--- config.mk ---
export PLATFORM = sky130hd
export DESIGN_NAME = serial_word_tx_flat
export DESIGN_NICKNAME = d
export VERILOG_FILES = /design/src/rtl/serial_pkg.sv /design/src/rtl/serial_word_tx_if.sv /design/src/rtl/serial_word_tx.sv /design/src/flat_wrapper.sv
export SDC_FILE = /design/constraint.sdc
export NUM_CORES = 1
export LEC_CHECK = 0
export ABC_AREA = 1
export BUFFER_PORTS_ARGS = -buffer_cell sky130_fd_sc_hd__buf_4
export CORE_AREA = 2 2 39 41
export CTS_BUF_LIST = sky130_fd_sc_hd__clkbuf_8
export DETAILED_ROUTE_END_ITERATION = 8
export DIE_AREA = 0 0 41 43
export GPL_TIMING_DRIVEN = 1
export PLACE_DENSITY = 0.58
export SLEW_MARGIN = 20
export SYNTH_ARGS = -nofsm -noshare
export SYNTH_HDL_FRONTEND = slang
export SYNTH_SLANG_ARGS = --single-unit
export TNS_END_PERCENT = 30
--- constraint.sdc ---
create_clock -name clk -period 2.3 [get_ports clk]
set_input_delay 0.23 -clock clk [delete_from_list [all_inputs] [get_ports clk]]
set_output_delay 0.23 -clock clk [all_outputs]
set_load 0.05 [all_outputs]
--- src/rtl/serial_pkg.sv ---
// Shared types and widths for the serial capture path.
// Used by the word transmitter and its downstream shift register.
package serial_pkg;

    typedef enum logic [1:0] {
        IDLE,
        SHIFT,
        GAP
    } tx_state_t;

    localparam int SER_WORD_W = 4;

endpackage

--- src/rtl/serial_word_tx_if.sv ---
// Valid/ready word handshake into the serial transmitter.
// The master is the word source; the slave is the transmitter.
interface serial_word_tx_if
    import serial_pkg::*;
#(
    parameter int WIDTH = SER_WORD_W
);

    logic             in_valid;
    logic             in_ready;
    logic [WIDTH-1:0] in_data;

    modport master (
        output in_valid,
        output in_data,
        input  in_ready
    );

    modport slave (
        input  in_valid,
        input  in_data,
        output in_ready
    );

endinterface

--- src/rtl/serial_word_tx.sv ---
// Parallel-to-serial word transmitter, one bit per clock on ser_data.
// Optional idle gap after each word; back-to-back words when the gap is 0.
module serial_word_tx
    import serial_pkg::*;
#(
    parameter int WIDTH      = SER_WORD_W,
    parameter int MSB_FIRST  = 1,
    parameter int GAP_CYCLES = 0
) (
    input  logic              clk,
    input  logic              reset,
    serial_word_tx_if.slave   in_if,
    output logic              ser_data,
    output logic              ser_en,
    output logic              frame_done,
    output logic              busy
);

    localparam int CW = $clog2(WIDTH);
    localparam logic [CW-1:0] LAST_IDX = CW'(WIDTH - 1);
    localparam logic [3:0] GAP_LOAD = 4'(GAP_CYCLES - 1);

    tx_state_t        state;
    logic [WIDTH-1:0] word;
    logic [CW-1:0]    bit_cnt;
    logic [3:0]       gap_cnt;
    logic             accept;
    logic             last_bit;

    function automatic logic head(input logic [WIDTH-1:0] w);
        return (MSB_FIRST != 0) ? w[WIDTH-1] : w[0];
    endfunction

    function automatic logic [WIDTH-1:0] advance(input logic [WIDTH-1:0] w);
        return (MSB_FIRST != 0) ? (w << 1) : (w >> 1);
    endfunction

    assign last_bit = (state == SHIFT) && (bit_cnt == '0);

    assign in_if.in_ready = !reset &&
        ((state == IDLE) || (last_bit && (GAP_CYCLES == 0)));

    assign accept = in_if.in_valid && in_if.in_ready;

    always_ff @(posedge clk or posedge reset) begin
        if (reset) begin
            state      <= IDLE;
            word       <= '0;
            bit_cnt    <= '0;
            gap_cnt    <= '0;
            ser_data   <= 1'b0;
            ser_en     <= 1'b0;
            frame_done <= 1'b0;
            busy       <= 1'b0;
        end else begin
            ser_data   <= 1'b0;
            ser_en     <= 1'b0;
            frame_done <= 1'b0;
            unique case (state)
                IDLE: begin
                    if (accept) begin
                        word     <= in_if.in_data;
                        bit_cnt  <= LAST_IDX;
                        ser_data <= head(in_if.in_data);
                        ser_en   <= 1'b1;
                        busy     <= 1'b1;
                        state    <= SHIFT;
                    end
                end
                SHIFT: begin
                    if (bit_cnt != '0) begin
                        // word holds the bit on the wire at its head
                        word       <= advance(word);
                        ser_data   <= head(advance(word));
                        ser_en     <= 1'b1;
                        frame_done <= (bit_cnt == CW'(1));
                        bit_cnt    <= bit_cnt - 1'b1;
                    end else if (GAP_CYCLES > 0) begin
                        gap_cnt <= GAP_LOAD;
                        state   <= GAP;
                    end else if (accept) begin
                        word     <= in_if.in_data;
                        bit_cnt  <= LAST_IDX;
                        ser_data <= head(in_if.in_data);
                        ser_en   <= 1'b1;
                    end else begin
                        busy  <= 1'b0;
                        state <= IDLE;
                    end
                end
                GAP: begin
                    if (gap_cnt == '0) begin
                        busy  <= 1'b0;
                        state <= IDLE;
                    end else begin
                        gap_cnt <= gap_cnt - 1'b1;
                    end
                end
                default: begin
                    busy  <= 1'b0;
                    state <= IDLE;
                end
            endcase
        end
    end

endmodule

--- src/flat_wrapper.sv ---
// flat-port wrapper written by rule: the top's interface ports become plain ports
module serial_word_tx_flat import serial_pkg::*;
#(
    parameter int WIDTH      = SER_WORD_W,
    parameter int MSB_FIRST  = 1,
    parameter int GAP_CYCLES = 0
)
  (clk, reset, ser_data, ser_en, frame_done, busy, in_if_in_valid, in_if_in_data, in_if_in_ready);
  serial_word_tx_if #(.WIDTH(WIDTH)) in_if_i ();
  input  logic clk;
  input  logic reset;
  output logic ser_data;
  output logic ser_en;
  output logic frame_done;
  output logic busy;
  input wire logic [$bits(in_if_i.in_valid)-1:0] in_if_in_valid;
  input wire logic [$bits(in_if_i.in_data)-1:0] in_if_in_data;
  output wire logic [$bits(in_if_i.in_ready)-1:0] in_if_in_ready;
  assign in_if_i.in_valid = in_if_in_valid;
  assign in_if_i.in_data = in_if_in_data;
  assign in_if_in_ready = in_if_i.in_ready;
  serial_word_tx #(.WIDTH(WIDTH), .MSB_FIRST(MSB_FIRST), .GAP_CYCLES(GAP_CYCLES)) u_core (.clk(clk), .reset(reset), .in_if(in_if_i), .ser_data(ser_data), .ser_en(ser_en), .frame_done(frame_done), .busy(busy));
endmodule
==> reports/results.ini <==
[power_and_ir_drop]
p_int_uw = 480
power_uw = 882
seq_power_share = 0.335
power_switching_uw = 403
switching_share = 0.456
pwr-share-clk = 0.202
p_leak_nw = 0.275
pwr-share-comb = 0.463
vdd_ir_drop_max_uv = 606
powerDensity_mw_per_mm2 = 1610

[placed_design]
place_area_um2 = 502
dp_cells = 65
gp_congestion = 0.804
dp_hpwl_um = 544
port_buffers = 11

[clock_network]
holdBufCountCts = 0
clkSlewWorstSetupHoldPaths_ns = 0.04
h-tree-depth = 1
cts_resized = 0
clkLatencyLatePin_ns = 0.23
cts_root_buf = clkbuf_8
cts_tree = yes
cts_num_sinks = 9
numCtsBuffers = 3
post_cts_buffers = 0
cts_buffer_depth = 2

[timing]
fmaxAchievable_mhz = 677
period_minus_slack_ns = 1.48
clock_skew_ns = 0.000351
fin_crit_sh = 0.643
slew_headroom = 0.717
worst_pin_slew_ns = 0.424
drv_slew = 0
setup_viol = 0
grt_setup_unrepaired = no
hold_viol_final = 0
tns_ns = 0

[cells_and_area]
drive_above_1_share = 0.377
fill_cells = 141
finalNonFillerCells = 69
fin_util = 0.395
areaGrowthSynthToFinish_pct = 37.0
register_area_um2 = 225
insertedDiodeCount = 0
multiInputGateArea_um2 = 166
nNetsFinal = 61
postLayoutCellArea_um2 = 547

[status]
status = completed

[drt]
drt_first_pass_iters = 2
antenna_left = 0
post-route-drc-count = 0
vias_per_cell = 4.57
highest_layer = met4
routedWlPerCell_um = 10.8
routed-wl-met3_um = 59
dr_wl_met2_um = 327
vias = 315
drt_iter0_drc = 4
wirelength_um = 742
wl_met1_um = 317

[critical_path]
cp.required_ns = 2.07
critPathBufInv = 1
critPathKind = flip-flop to primary output
critPathArrivalTime_ns = 1.25
slowest_stage = dfrtp_1
crit_path_max_fanout = 5
worst_path_dominant_cell_family = flip-flops
critical_path.max_stage_delay_ns = 0.44
cp-start-kind = flip-flop
end_kind = primary output
crit_chain = nand2_2, nand2_2, nor2_4, buf_4
cp_common_cell = nand2_2

[grt]
grt-ovfl-total = 0
grt_pass1_vias = 287
grt_util_all_layers = 0.113
antenna_found_initial = 0
grt_max_degree = 11
grt_pass1_wl_um = 1240

[die]
fp.dieW_um = 41
io_pins = 12
die-area_mm2 = 0.00176
die_h_um = 43
num_rows = 14
core_area_mm2 = 0.00138
initial_core_util = 0.288

[yosys]
synthesis.nets = 45
synth_area_leaders = dfrtp_1, nand3_1, nand2_1, nand3_4, o21ai_4
postSynthCellCount = 38
async_flop_share = 1.00
synth_area_per_cell_um2 = 10.5
synth_edf_count = 0
synth.distinct_cells = 13
yosys_most_used_dff = dfrtp_1
synth_top_area_cell = dfrtp_1
ys_ff_latch = 9
ys_seq_area_frac = 0.564
synthTopCellsByCount = dfrtp_1, nand2_1, nand3_1
synth_area_um2 = 399
yosys.area.top_type_share = 0.564
yosys_warnings = 0

[min_path]
hold_class = input pin to asynchronous set/reset pin

[job]
max-cap-violations = 0

-- power by group through the flow --
| stage | registers (mW) | logic [mW] | clock network, mW |
|---|---|---|---|
| 4_1_cts | 0.295 | 0.413 | 0.183 |
| 3_5_place_dp | 0.297 | 0.412 | 0 |
| 5_1_grt | 0.307 | 0.445 | 0.193 |
| 2_1_floorplan | 0.405 | 0.191 | 0 |
| 6_report | 0.296 | 0.408 | 0.178 |
| 3_3_place_gp | 0.295 | 0.410 | 0 |
-- flip-flops by register name (all words and copies together) (netlist names) --
signal             count
u_core.ser_en          1
u_core.word            3
u_core.frame_done      1
u_core.ser_data        1
u_core.bit_cnt         2
u_core.busy            1
-- area by class of cell --
class,count,share of cell area
Timing Repair Buffer,11,0.151
Clock inverter,1,0.00686
Multi-Input combinational cell,27,0.304
Inverter,2,0.0137
Clock buffer,3,0.0755
Tap cell,16,0.0366
Sequential cell,9,0.412
-- per-layer routing --
layer	vias up	track usage
met1	140	0.135
met3	5	0.0524
met4	0	0.120
li1	157	-
met2	13	0.134
met5	-	0
-- through the flow --
step                      worst slack, ns  hold WS (ns)
after floorplan                     0.868        0.0879
after global placement               1.11         0.285
after detailed placement             1.08         0.280
after CTS                           0.821        0.0319
after global routing                0.763        0.0471
final                               0.822        0.0275
-- worst paths after layout --
| path | startpoint | endpoint | slack (ns) | depth (start not counted) |
|---|---|---|---|---|
| worst max register to register | u_core.bit_cnt[0] | u_core.word[0] | 1.19 | 4 |
| worst min-delay path | reset | u_core.word[1] | 0.03 | 2 |
| worst max-delay path | u_core.busy | in_if_in_ready | 0.82 | 4 |
| worst min register to register | u_core.word[2] | u_core.ser_data | 0.49 | 2 |
| min in group clk | in_if_in_data[0] | u_core.word[0] | 0.23 | 3 |
| max in group asynchronous | reset | u_core.word[2] | 1.98 | 2 |
-- layout by cell type (no fill, tap or decap) --
cell      synthesis  final
buf_4             0     11
nand2_2           2      2
o21ai_0           1      1
dfrtp_1           9      9
a21boi_2          1      1
nand2_1           9      9
a21oi_1           1      1
nand3_1           7      7
o21ai_4           1      1
nor2_1            1      1
inv_1             2      3
nand3_4           1      1
clkbuf_8          0      3
o211ai_1          2      2
nor2_4            1      1
-- logic make-up after synthesis --
kind of cell | share of synthesized area
buf+inv | 0.0188
flops | 0.564
simple gates | 0.285
compound gates | 0.132
Power figures use the tool's default switching activity.
